`src/rtl/service_rst_seq_if.sv`:
```
// Reset-sequencer board-side signals: PLL lock and button in, channel resets and ready out.
interface service_rst_seq_if #(
  parameter int unsigned NCH = 2
) ();
  logic           i_pll_locked;
  logic           i_btn;
  logic [NCH-1:0] o_rst;
  logic           o_ready;

  modport master (
    output i_pll_locked,
    output i_btn,
    input  o_rst,
    input  o_ready
  );

  modport slave (
    input  i_pll_locked,
    input  i_btn,
    output o_rst,
    output o_ready
  );
endinterface

```
`src/rtl/service_rst_sync.sv`:
```
// Two-flop synchroniser for an asynchronous level; both flops reset to RST_VAL.
module service_rst_sync #(
  parameter bit RST_VAL = 1'b0
) (
  input  logic wb_clk,
  input  logic wb_rst,
  input  logic d_i,
  output logic q_o
);
  logic meta_q;
  logic sync_q;

  always_ff @(posedge wb_clk or posedge wb_rst) begin
    if (wb_rst) begin
      meta_q <= RST_VAL;
      sync_q <= RST_VAL;
    end else begin
      meta_q <= d_i;
      sync_q <= meta_q;
    end
  end

  assign q_o = sync_q;
endmodule

```
`src/rtl/service_rst_seq.sv`:
```
// Board reset sequencer: power-on hold, staggered per-channel release, re-entry to hold on
// PLL lock loss or a debounced button press.
module service_rst_seq #(
  parameter int unsigned HOLD_CYCLES    = 64,
  parameter int unsigned NCH            = 2,
  parameter int unsigned STAGGER        = 16,
  parameter int unsigned DEBOUNCE_BITS  = 16,
  parameter bit          BTN_ACTIVE_LOW = 1'b1
) (
  input logic              wb_clk,
  input logic              wb_rst,
  service_rst_seq_if.slave bus
);
  localparam int unsigned CntMax = (HOLD_CYCLES > STAGGER) ? HOLD_CYCLES : STAGGER;
  localparam int unsigned CW     = $clog2(CntMax + 1);
  localparam int unsigned IW     = (NCH > 1) ? $clog2(NCH) : 1;

  localparam logic [CW-1:0] HoldLast = CW'(HOLD_CYCLES - 1);
  localparam logic [CW-1:0] StagLast = CW'(STAGGER - 1);
  localparam logic [IW-1:0] IdxLast  = IW'(NCH - 1);

  typedef enum logic [1:0] {
    StHold = 2'd0,
    StRel  = 2'd1,
    StRun  = 2'd2
  } state_e;

  logic lock_s;
  logic btn_s;
  logic pressed_s;

  service_rst_sync #(
    .RST_VAL (1'b0)
  ) u_sync_lock (
    .wb_clk (wb_clk),
    .wb_rst (wb_rst),
    .d_i    (bus.i_pll_locked),
    .q_o    (lock_s)
  );

  // Button synchroniser resets to the released level for either polarity.
  service_rst_sync #(
    .RST_VAL (BTN_ACTIVE_LOW)
  ) u_sync_btn (
    .wb_clk (wb_clk),
    .wb_rst (wb_rst),
    .d_i    (bus.i_btn),
    .q_o    (btn_s)
  );

  assign pressed_s = btn_s ^ BTN_ACTIVE_LOW;

  logic [DEBOUNCE_BITS-1:0] db_cnt_q;
  logic                     db_q;

  always_ff @(posedge wb_clk or posedge wb_rst) begin
    if (wb_rst) begin
      db_cnt_q <= '0;
      db_q     <= 1'b0;
    end else if (pressed_s != db_q) begin
      if (&db_cnt_q) begin
        db_q     <= ~db_q;
        db_cnt_q <= '0;
      end else begin
        db_cnt_q <= db_cnt_q + 1'b1;
      end
    end else begin
      db_cnt_q <= '0;
    end
  end

  state_e         state_q;
  logic [CW-1:0]  cnt_q;
  logic [IW-1:0]  idx_q;
  logic [NCH-1:0] rst_q;
  logic           ready_q;

  // A held debounced press behaves like lock loss: the sequence restarts from a full hold.
  always_ff @(posedge wb_clk or posedge wb_rst) begin
    if (wb_rst) begin
      state_q <= StHold;
      cnt_q   <= '0;
      idx_q   <= '0;
      rst_q   <= '1;
      ready_q <= 1'b0;
    end else if (!lock_s || db_q) begin
      state_q <= StHold;
      cnt_q   <= '0;
      idx_q   <= '0;
      rst_q   <= '1;
      ready_q <= 1'b0;
    end else begin
      unique case (state_q)
        StHold: begin
          if (cnt_q == HoldLast) begin
            state_q <= StRel;
            cnt_q   <= '0;
            idx_q   <= '0;
          end else begin
            cnt_q <= cnt_q + 1'b1;
          end
        end
        StRel: begin
          // cnt == 0 marks a release slot; it recurs every STAGGER cycles.
          if (cnt_q == '0) begin
            rst_q[idx_q] <= 1'b0;
            if (idx_q == IdxLast) begin
              state_q <= StRun;
              ready_q <= 1'b1;
            end else begin
              idx_q <= idx_q + 1'b1;
            end
          end
          cnt_q <= (cnt_q >= StagLast) ? '0 : cnt_q + 1'b1;
        end
        StRun: begin
          rst_q   <= '0;
          ready_q <= 1'b1;
        end
        default: begin
          state_q <= StHold;
        end
      endcase
    end
  end

  assign bus.o_rst   = rst_q;
  assign bus.o_ready = ready_q;
endmodule
```
`src/flat_wrapper.sv`:
```
// flat-port wrapper written by rule: the top's interface ports become plain ports
module service_rst_seq_flat 
#(
  parameter int unsigned HOLD_CYCLES    = 64,
  parameter int unsigned NCH            = 2,
  parameter int unsigned STAGGER        = 16,
  parameter int unsigned DEBOUNCE_BITS  = 16,
  parameter bit          BTN_ACTIVE_LOW = 1'b1
)
  (wb_clk, wb_rst, bus_i_pll_locked, bus_i_btn, bus_o_rst, bus_o_ready);
  service_rst_seq_if #(.NCH(NCH)) bus_i ();
  input logic wb_clk;
  input logic wb_rst;
  input wire logic [$bits(bus_i.i_pll_locked)-1:0] bus_i_pll_locked;
  input wire logic [$bits(bus_i.i_btn)-1:0] bus_i_btn;
  output wire logic [$bits(bus_i.o_rst)-1:0] bus_o_rst;
  output wire logic [$bits(bus_i.o_ready)-1:0] bus_o_ready;
  assign bus_i.i_pll_locked = bus_i_pll_locked;
  assign bus_i.i_btn = bus_i_btn;
  assign bus_o_rst = bus_i.o_rst;
  assign bus_o_ready = bus_i.o_ready;
  service_rst_seq #(.HOLD_CYCLES(HOLD_CYCLES), .NCH(NCH), .STAGGER(STAGGER), .DEBOUNCE_BITS(DEBOUNCE_BITS), .BTN_ACTIVE_LOW(BTN_ACTIVE_LOW)) u_core (.wb_clk(wb_clk), .wb_rst(wb_rst), .bus(bus_i));
endmodule
```
`config.mk`:
```
export PLATFORM = sky130hd
export DESIGN_NAME = service_rst_seq_flat
export DESIGN_NICKNAME = d
export VERILOG_FILES = /design/src/rtl/service_rst_seq_if.sv /design/src/rtl/service_rst_sync.sv /design/src/rtl/service_rst_seq.sv /design/src/flat_wrapper.sv
export SDC_FILE = /design/constraint.sdc
export NUM_CORES = 1
export LEC_CHECK = 0
export CORE_MARGIN = 3
export CORE_UTILIZATION = 35
export CTS_CLUSTER_DIAMETER = 200
export DETAILED_ROUTE_END_ITERATION = 8
export DONT_BUFFER_PORTS = 1
export GPL_TIMING_DRIVEN = 1
export PLACE_DENSITY = 0.46
export SETUP_SLACK_MARGIN = 0.4
export SYNTH_ARGS = -nofsm -noshare
export SYNTH_HDL_FRONTEND = slang
export SYNTH_SLANG_ARGS = --single-unit
```
`constraint.sdc`:
```
create_clock -name wb_clk -period 2.4 [get_ports wb_clk]
set_input_delay 0.6 -clock wb_clk [delete_from_list [all_inputs] [get_ports wb_clk]]
set_output_delay 0.6 -clock wb_clk [all_outputs]
set_load 0.005 [all_outputs]
```
==> impl_results.html, run 1 <==
<table>
<tr><th>Metric</th><th>Value</th></tr>
<tr><th colspan="2">Yosys</th></tr>
<tr><td>Sequential area share after synthesis</td><td>49.2%</td></tr>
<tr><td>Number of nets produced by synthesis</td><td>around 180</td></tr>
<tr><td>Number of flops mapped to enable cells by yosys</td><td>0</td></tr>
<tr><td>Post-synthesis cell area</td><td>0.00174 mm²</td></tr>
<tr><td>Number of distinct library cells after synthesis</td><td>41</td></tr>
<tr><td>Predominant post-synthesis flop cell</td><td>dfrtp_1</td></tr>
<tr><td>Async SR Flop Fraction</td><td>between 90% and 100%</td></tr>
<tr><td>Flip-flop and latch count after synthesis</td><td>34</td></tr>
<tr><td>Syn. warnings</td><td>0</td></tr>
<tr><td>Count of mapped cells out of synthesis</td><td>about 170</td></tr>
<tr><td>Avg Synthesized Cell Area</td><td>10.1 µm²</td></tr>
<tr><th colspan="2">Final layout</th></tr>
<tr><td>Number of nets in the layout</td><td>191</td></tr>
<tr><td>Area growth from synthesis to layout</td><td>11.0%</td></tr>
<tr><td>Final core area utilization</td><td>40.6%</td></tr>
<tr><td>Layout cell share with drive strength beyond 1</td><td>11.0%</td></tr>
<tr><td>Antenna diode instance count</td><td>0</td></tr>
<tr><th colspan="2">Timing</th></tr>
<tr><td>Number of failing hold endpoints at the final stage</td><td>0</td></tr>
<tr><td>Max-slew headroom</td><td>62.3%</td></tr>
<tr><td>Final TNS setup</td><td>0 ns</td></tr>
<tr><td>Fin crit period</td><td>around 1.8 ns</td></tr>
<tr><td>Final cycle utilization of the critical path</td><td>between 70% and 80%</td></tr>
<tr><td>Setup skew after layout</td><td>0.00693 ns</td></tr>
<tr><td>Setup violators final</td><td>0</td></tr>
<tr><td>Max Transition Viols Final</td><td>0</td></tr>
<tr><td>Setup repair after global routing missed its margin</td><td>no</td></tr>
<tr><td>Slew at the pin with the worst max-slew slack</td><td>between 0.5 and 0.6 ns</td></tr>
<tr><td>Max Clock Freq</td><td>around 0.55 GHz</td></tr>
<tr><th colspan="2">Status</th></tr>
<tr><td>Run status</td><td>finished clean</td></tr>
<tr><th colspan="2">Pwr</th></tr>
<tr><td>Leak</td><td>0.778 nW</td></tr>
<tr><td>Power Dens Cells</td><td>slightly below 600 mW/mm²</td></tr>
<tr><td>Peak ir drop on the vdd network</td><td>0.000249 V</td></tr>
<tr><th colspan="2">Worst setup path</th></tr>
<tr><td>Endpoint arrival time on the critical path</td><td>2.00 ns</td></tr>
<tr><td>Highest fanout seen on the critical path</td><td>6</td></tr>
<tr><td>Terminus of the critical flop-to-flop path</td><td>u_core.cnt_q[3]</td></tr>
<tr><td>Critical path endpoint category</td><td>register</td></tr>
<tr><td>Reg-to-reg slack, setup</td><td>0.59 ns</td></tr>
<tr><td>Source of the worst register-to-register timing path</td><td>u_core.state_q[0]</td></tr>
<tr><td>Kind of critical path</td><td>register to register</td></tr>
<tr><td>Data required time at the worst endpoint</td><td>2.59 ns</td></tr>
<tr><td>Launching element type of the critical path</td><td>register</td></tr>
<tr><td>R2R depth</td><td>7</td></tr>
<tr><th colspan="2">GRT</th></tr>
<tr><td>Global router's overall resource usage</td><td>12.3%</td></tr>
<tr><td>Maximum number of pins on one net before global-route repair</td><td>35</td></tr>
<tr><td>Number of antenna violations at the first check in global routing</td><td>0</td></tr>
<tr><td>First-pass GRT wire length</td><td>5850 µm</td></tr>
<tr><td>Vias in the first global route</td><td>around 1300</td></tr>
<tr><td>Residual overflow from global routing</td><td>0</td></tr>
<tr><th colspan="2">Die</th></tr>
<tr><td>Chip width</td><td>76.5 µm</td></tr>
<tr><td>Number of ports placed on the die boundary</td><td>7</td></tr>
<tr><td>Floorplan die height</td><td>about 76 µm</td></tr>
<tr><td>Initial Utilization</td><td>36.6%</td></tr>
<tr><td>Placeable core region</td><td>0.00475 mm²</td></tr>
<tr><td>Number of rows created at floorplan</td><td>25</td></tr>
<tr><td>Area enclosed by the die boundary</td><td>0.00585 mm²</td></tr>
<tr><th colspan="2">Drt</th></tr>
<tr><td>First-pass detailed-route iteration total</td><td>4</td></tr>
<tr><td>Post-route antenna net violation count</td><td>0</td></tr>
<tr><td>DR WL/cell</td><td>12.9 µm</td></tr>
<tr><td>Number of DRC markers after the initial detailed-route iteration</td><td>74</td></tr>
<tr><td>Vias per inst</td><td>5.12</td></tr>
<tr><td>WL final</td><td>3200 µm</td></tr>
<tr><td>Via total after detailed routing</td><td>1269</td></tr>
<tr><td>Residual DRC</td><td>0</td></tr>
<tr><th colspan="2">Clocking</th></tr>
<tr><td>Post-cts sizing count</td><td>0</td></tr>
<tr><td>Later-pin clock latency in the skew report</td><td>0.28 ns</td></tr>
<tr><td>Post-CTS setup repair buffer count</td><td>0</td></tr>
<tr><td>Clock-pin slew reported for the worst setup and hold paths after clock tree synthesis</td><td>0.07 ns</td></tr>
<tr><td>TritonCTS sink count</td><td>34</td></tr>
<tr><td>Inserted Clock Buffers</td><td>5</td></tr>
<tr><td>Clock H-tree levels</td><td>2</td></tr>
<tr><td>Root buffer cell</td><td>clkbuf_8</td></tr>
<tr><td>Number of hold buffers added after CTS</td><td>0</td></tr>
<tr><td>Clock tree from TritonCTS</td><td>yes</td></tr>
<tr><td>Maximum number of buffers from clock root to sink</td><td>2</td></tr>
<tr><th colspan="2">Placement</th></tr>
<tr><td>Weighted congestion at the end of routability-driven global placement</td><td>0.848</td></tr>
<tr><td>HPWL after detailed placement</td><td>roughly 2300 µm</td></tr>
<tr><td>Quantity of I/O buffers inserted on ports</td><td>0</td></tr>
<tr><th colspan="2">Hold path</th></tr>
<tr><td>Class of the tightest hold or removal check</td><td>input port to async pin</td></tr>
<tr><th colspan="2">Job</th></tr>
<tr><td>Number of maximum-capacitance constraint violations</td><td>0</td></tr>
</table>
==> kinds of logic (layout without fill, tap and decap cells) <==
group | Yosys count | after routing | synth area share [%]
AO/OA/AOI/OAI | 32 | 32 | 12.8
adder cells (fa/ha/maj) | 7 | 7 | 5.04
flip-flops | 34 | 34 | 49.2
buffers and inverters | 13 | 22 | 2.88
AND/OR/NAND/NOR | 71 | 71 | 22.5
XOR/XNOR | 15 | 15 | 7.55
==> critical path: stages (launching register included) <==
cell and delay (ns):
dfrtp_1 0.41, inv_1 0.11, ha_1 0.28, nor4b_1 0.08
buf_4 0.16, or3_1 0.36, xor2_1 0.15, nor3_1 0.18
==> how the worst max path moves through the flow <==
stage                 startpoint               to  slack [ns]  cells after the start
2_1_floorplan  u_core.state_q[1]  u_core.cnt_q[3]        0.61                      6
3_3_place_gp   u_core.state_q[1]  u_core.cnt_q[3]        0.56                      7
3_5_place_dp   u_core.state_q[1]  u_core.cnt_q[3]        0.58                      7
4_1_cts        u_core.state_q[1]  u_core.cnt_q[3]        0.56                      7
5_1_grt        u_core.state_q[0]  u_core.cnt_q[3]        0.41                      7
6_report       u_core.state_q[0]  u_core.cnt_q[3]        0.59                      7
==> registers in the layout, indices dropped and copies added, names as in the netlist <==
register and count:
u_core.state_q 2, u_core.u_sync_btn.meta_q 1, u_core.cnt_q 7, u_core.u_sync_btn.q_o 1, u_core.idx_q 1, u_core.db_cnt_q 16
u_core.u_sync_lock.meta_q 1, u_core.u_sync_lock.q_o 1, u_core.bus.o_ready 1, u_core.db_q 1, u_core.bus.o_rst 2
==> layer usage <==
layer | global-route usage (%) | up-vias | wire length, µm
met5 | 0 | - | 0
li1 | - | 630 | -
met4 | 5.07 | 0 | 43
met1 | 13.8 | 620 | 1420
met2 | 22.0 | 14 | 1640
met3 | 3.19 | 5 | 98
==> cell type report <==
type | instances | area, µm²
fillers | 481 | 2820
flip-flops and latches | 34 | 856
multi-input cells | 125 | 836
clock buffers | 7 | 86.3
well taps | 67 | 83.8
inverters | 11 | 41.3
repair buffers | 3 | 22.5
clock inverters | 1 | 5.00
==> Yosys cell counts (3+ instances only) <==
master	count	area, µm²
or3_1	3	18.8
nor2_1	17	63.8
o21a_1	4	30.0
nor2b_1	3	18.8
xnor2_1	7	61.3
a21o_1	3	22.5
xor2_1	8	70.1
dfstp_2	4	105
nand2_1	14	52.6
ha_1	7	87.6
nor4_1	4	25.0
and4_1	4	35.0
dfrtp_1	30	751
o21ai_0	4	20.0
nand3_1	7	35.0
nor3_1	6	30.0
nand4_1	3	18.8
a21oi_1	5	25.0
inv_1	11	41.3
==> report_power, final <==
group	internal, mW	switching [mW]
sequential	0.593	0.0222
combinational	0.0259	0.0506
clock	0.231	0.203
total	0.851	0.276
==> cell usage in the layout (no fill, tap or decap), types with 2 or more instances in the layout <==
cell type	count
dfrtp_1	30
nor2_1	17
nand2_1	14
inv_1	11
xor2_1	8
nand3_1	7
xnor2_1	7
nor3_1	6
ha_1	6
clkbuf_8	6
a21oi_1	5
and4_1	4
o21a_1	4
o21ai_0	4
nor4_1	4
dfstp_2	4
nor2b_1	3
a21o_1	3
nand4_1	3
or3_1	3
buf_4	3
nand2b_1	2
o211ai_1	2
a31oi_1	2
o31ai_1	2
o41ai_1	2
or3_2	2
==> through the flow <==
step | area [µm²] | std cells | total power [mW] | setup slack (ns) | hold WS, ns
2_1_floorplan | 1740 | 172 | 0.682 | 0.614 | 0.331
3_3_place_gp | 1840 | 240 | 0.702 | 0.559 | 0.332
3_5_place_dp | 1840 | 240 | 0.705 | 0.580 | 0.336
4_1_cts | 1930 | 248 | 1.15 | 0.556 | 0.301
5_1_grt | 1930 | 248 | 1.20 | 0.408 | 0.287
6_report | 1930 | 248 | 1.13 | 0.590 | 0.301
(Power assumes the default switching activity.)
==> run 2: changes to the inputs <==
==> constraint.sdc (replaced) <==
create_clock -name wb_clk -period 1.86 [get_ports wb_clk]
set_input_delay 0.465 -clock wb_clk [delete_from_list [all_inputs] [get_ports wb_clk]]
set_output_delay 0.465 -clock wb_clk [all_outputs]
set_load 0.005 [all_outputs]
==> run 2 against run 1 <==
Effect of this change:
- cell count up 15%
- clock skew down 0.0032 ns
- setup slack lost 0.33 ns
- global-route usage is 1.5 points higher
- maximum frequency rose by 13%
- first-iteration DRC count shrank 46%
- combinational power up 150%
- register-to-register slack worse by 0.33 ns
- core utilization grew 12 points
- count of clock-buffer cells in the layout did not move
- sequential share of layout area decreased by 10 points
- critical endpoint is now u_core.db_cnt_q[13]
- highest routed layer unchanged
==> impl_results.html, run 2 (synthesis gave the netlist of run 1 again) <==
<table>
<tr><th>Metric</th><th>Value</th></tr>
<tr><th colspan="2">Timing</th></tr>
<tr><td>Setup violators final</td><td>0</td></tr>
<tr><td>Max Clock Freq</td><td>0.625 GHz</td></tr>
<tr><td>Max-slew headroom</td><td>70.1%</td></tr>
<tr><td>Final cycle utilization of the critical path</td><td>a little under nine tenths</td></tr>
<tr><td>Max Transition Viols Final</td><td>0</td></tr>
<tr><td>Setup repair after global routing missed its margin</td><td>yes</td></tr>
<tr><td>Number of failing hold endpoints at the final stage</td><td>0</td></tr>
<tr><td>Setup skew after layout</td><td>0.00370 ns</td></tr>
<tr><td>Fin crit period</td><td>around 1.6 ns</td></tr>
<tr><td>Slew at the pin with the worst max-slew slack</td><td>0.449 ns</td></tr>
<tr><td>Smallest hold slack</td><td>roughly 0.17 ns</td></tr>
<tr><td>Final TNS setup</td><td>0 ns</td></tr>
<tr><th colspan="2">Placement</th></tr>
<tr><td>Quantity of I/O buffers inserted on ports</td><td>0</td></tr>
<tr><td>Post-placement cell count</td><td>242</td></tr>
<tr><td>Placed cell area</td><td>between 0.0015 and 0.002 mm²</td></tr>
<tr><td>Weighted congestion at the end of routability-driven global placement</td><td>0.836</td></tr>
<tr><td>HPWL after detailed placement</td><td>2360 µm</td></tr>
<tr><th colspan="2">Die</th></tr>
<tr><td>Number of ports placed on the die boundary</td><td>7</td></tr>
<tr><td>Area enclosed by the die boundary</td><td>between 0.005 and 0.006 mm²</td></tr>
<tr><td>Number of rows created at floorplan</td><td>25</td></tr>
<tr><td>Floorplan die height</td><td>76.5 µm</td></tr>
<tr><td>Initial Utilization</td><td>a little over a third</td></tr>
<tr><td>Placeable core region</td><td>0.00475 mm²</td></tr>
<tr><td>Chip width</td><td>76.5 µm</td></tr>
<tr><th colspan="2">Status</th></tr>
<tr><td>Run status</td><td>finished clean</td></tr>
<tr><th colspan="2">Clocking</th></tr>
<tr><td>Clock-pin slew reported for the worst setup and hold paths after clock tree synthesis</td><td>0.07 ns</td></tr>
<tr><td>Later-pin clock latency in the skew report</td><td>0.28 ns</td></tr>
<tr><td>Clock H-tree levels</td><td>2</td></tr>
<tr><td>Maximum number of buffers from clock root to sink</td><td>2</td></tr>
<tr><td>Clock tree from TritonCTS</td><td>yes</td></tr>
<tr><td>Root buffer cell</td><td>clkbuf_8</td></tr>
<tr><td>Number of hold buffers added after CTS</td><td>0</td></tr>
<tr><td>Inserted Clock Buffers</td><td>5</td></tr>
<tr><td>TritonCTS sink count</td><td>34</td></tr>
<tr><th colspan="2">Final layout</th></tr>
<tr><td>Layout cell share with drive strength beyond 1</td><td>47.5%</td></tr>
<tr><td>Antenna diode instance count</td><td>0</td></tr>
<tr><td>Commonest non-fill, non-tap cells in the layout</td><td>buf_4 (34), dfrtp_1 (26), nand2_1 (12)</td></tr>
<tr><td>Flip-flop count of the largest register, all copies and words added</td><td>16</td></tr>
<tr><td>Final Instance Area</td><td>0.00251 mm²</td></tr>
<tr><td>Top register by number of flip-flops</td><td>u_core.db_cnt_q</td></tr>
<tr><td>Largest regs</td><td>u_core.db_cnt_q (16), u_core.cnt_q (7)</td></tr>
<tr><td>Fillers</td><td>420</td></tr>
<tr><td>Most common cell after layout, fill and taps aside</td><td>buf_4</td></tr>
<tr><td>Finished Layout Cells</td><td>284</td></tr>
<tr><td>Number of nets in the layout</td><td>227</td></tr>
<tr><td>Area growth from synthesis to layout</td><td>44.2%</td></tr>
<tr><th colspan="2">Pwr</th></tr>
<tr><td>Power Dens Cells</td><td>621 mW/mm²</td></tr>
<tr><td>Peak ir drop on the vdd network</td><td>between 0.0003 and 0.0004 V</td></tr>
<tr><td>Leak</td><td>1.01 nW</td></tr>
<tr><th colspan="2">GRT</th></tr>
<tr><td>Residual overflow from global routing</td><td>0</td></tr>
<tr><td>First-pass GRT wire length</td><td>6540 µm</td></tr>
<tr><td>Vias in the first global route</td><td>1518</td></tr>
<tr><td>Global router's overall resource usage</td><td>between 10% and 20%</td></tr>
<tr><td>Maximum number of pins on one net before global-route repair</td><td>35</td></tr>
<tr><td>Number of antenna violations at the first check in global routing</td><td>0</td></tr>
<tr><th colspan="2">Drt</th></tr>
<tr><td>Vias per inst</td><td>5.16</td></tr>
<tr><td>First-pass detailed-route iteration total</td><td>4</td></tr>
<tr><td>Number of DRC markers after the initial detailed-route iteration</td><td>40</td></tr>
<tr><td>WL final</td><td>4050 µm</td></tr>
<tr><td>Post-route antenna net violation count</td><td>0</td></tr>
<tr><td>Residual DRC</td><td>0</td></tr>
<tr><td>DR WL/cell</td><td>14.3 µm</td></tr>
<tr><td>Via total after detailed routing</td><td>1466</td></tr>
<tr><th colspan="2">Worst setup path</th></tr>
<tr><td>Highest fanout seen on the critical path</td><td>3</td></tr>
<tr><td>Critical-path cell list</td><td>nand4_4 -&gt; or4_4 -&gt; or3_1 -&gt; a21oi_2</td></tr>
<tr><td>Buf+Inv Stages, Crit Path</td><td>0</td></tr>
<tr><td>Worst path max stage delay</td><td>roughly 0.56 ns</td></tr>
<tr><td>Critical path endpoint category</td><td>register</td></tr>
<tr><td>Kind of critical path</td><td>register to register</td></tr>
<tr><td>Launching element type of the critical path</td><td>register</td></tr>
<tr><td>Source of the worst register-to-register timing path</td><td>u_core.db_cnt_q[7]</td></tr>
<tr><td>Startpoint of the worst setup timing path</td><td>u_core.db_cnt_q[7]</td></tr>
<tr><td>Endpoint arrival time on the critical path</td><td>roughly 1.8 ns</td></tr>
<tr><td>Data required time at the worst endpoint</td><td>2.08 ns</td></tr>
<tr><td>Critical-path top delay cell</td><td>or4_4</td></tr>
<tr><td>Top cell family by delay on the critical path</td><td>simple AND/OR/NAND/NOR gates</td></tr>
<tr><th colspan="2">Job</th></tr>
<tr><td>Number of maximum-capacitance constraint violations</td><td>0</td></tr>
<tr><th colspan="2">Hold path</th></tr>
<tr><td>Class of the tightest hold or removal check</td><td>input port to async pin</td></tr>
</table>
-- run 2: cell types whose count changed in the layout (fill, tap and decap cells not counted), moves of 4 or more --
| cell | before | now |
|---|---|---|
| dfrtp_2 | 0 | 4 |
| ha_4 | 0 | 5 |
| ha_1 | 6 | 2 |
| nor2_2 | 0 | 8 |
| nor2_1 | 17 | 7 |
| inv_2 | 0 | 4 |
| inv_1 | 11 | 7 |
| dfrtp_1 | 30 | 26 |
| buf_4 | 3 | 34 |
-- run 2: final timing paths --
check                      cells past startpoint                        to  slack [ns]
min reg2reg                                    0    u_core.u_sync_lock.q_o        0.34
max in group asynchronous                      2     u_core.u_sync_btn.q_o        1.34
max                                            4       u_core.db_cnt_q[13]        0.26
min                                            2        u_core.bus.o_ready        0.17
min in group wb_clk                            0  u_core.u_sync_btn.meta_q        0.18
max reg2reg                                    4       u_core.db_cnt_q[13]        0.26
-- run 2: power by group --
group	total (mW)	internal [mW]	switching [mW]	leakage (nW)
Sequential	0.803	0.766	0.0363	0.445
Clock	0.566	0.299	0.267	0.0482
Combinational	0.189	0.0929	0.0963	0.517
Total	1.56	1.16	0.400	1.01
-- run 2: per-stage QoR --
| step | total power [mW] | util (%) | setup slack (ns) |
|---|---|---|---|
| floorplan | 0.889 | - | 0.271 |
| global placement | 0.922 | 39.8 | 0.0762 |
| detailed placement | 0.921 | 39.8 | 0.116 |
| CTS | 1.54 | 47.0 | 0.283 |
| global route | 1.64 | 52.8 | 0.185 |
| finish | 1.56 | 52.8 | 0.261 |
-- run 2: area by class of cell --
type	count	area [µm²]	area share, %
Timing Repair Buffer	39	334	13.3
Multi-Input combinational cell	125	1100	43.7
Clock inverter	1	5.00	0.200
Sequential cell	34	861	34.3
Clock buffer	7	86.3	3.44
Inverter	11	41.3	1.65
Tap cell	67	83.8	3.34
-- run 2: layer usage --
layer	GRT usage (%)	up-vias	routed length (µm)
met3	3.78	12	77
li1	-	708	-
met5	0	-	0
met2	24.9	16	2200
met1	15.0	730	1690
met4	6.16	0	87
-- run 2: timing repair --
item / in CTS / in global routing
cloned: 0 / 1
resized for setup: 20 / 40
buffers inserted: 20 / 13
pin swaps: 8 / 11
endpoints found under the setup margin: 26 / 28
==> run 3: changes to the inputs <==
--- a/config.mk
+++ b/config.mk
@@ -5,6 +5,7 @@
 export SDC_FILE = /design/constraint.sdc
 export NUM_CORES = 1
 export LEC_CHECK = 0
+export CAP_MARGIN = 20
 export CORE_MARGIN = 3
 export CORE_UTILIZATION = 35
 export CTS_CLUSTER_DIAMETER = 200
==> results of run 3 <==
The final DEF is identical to that of run 2; final timing and power are the same.
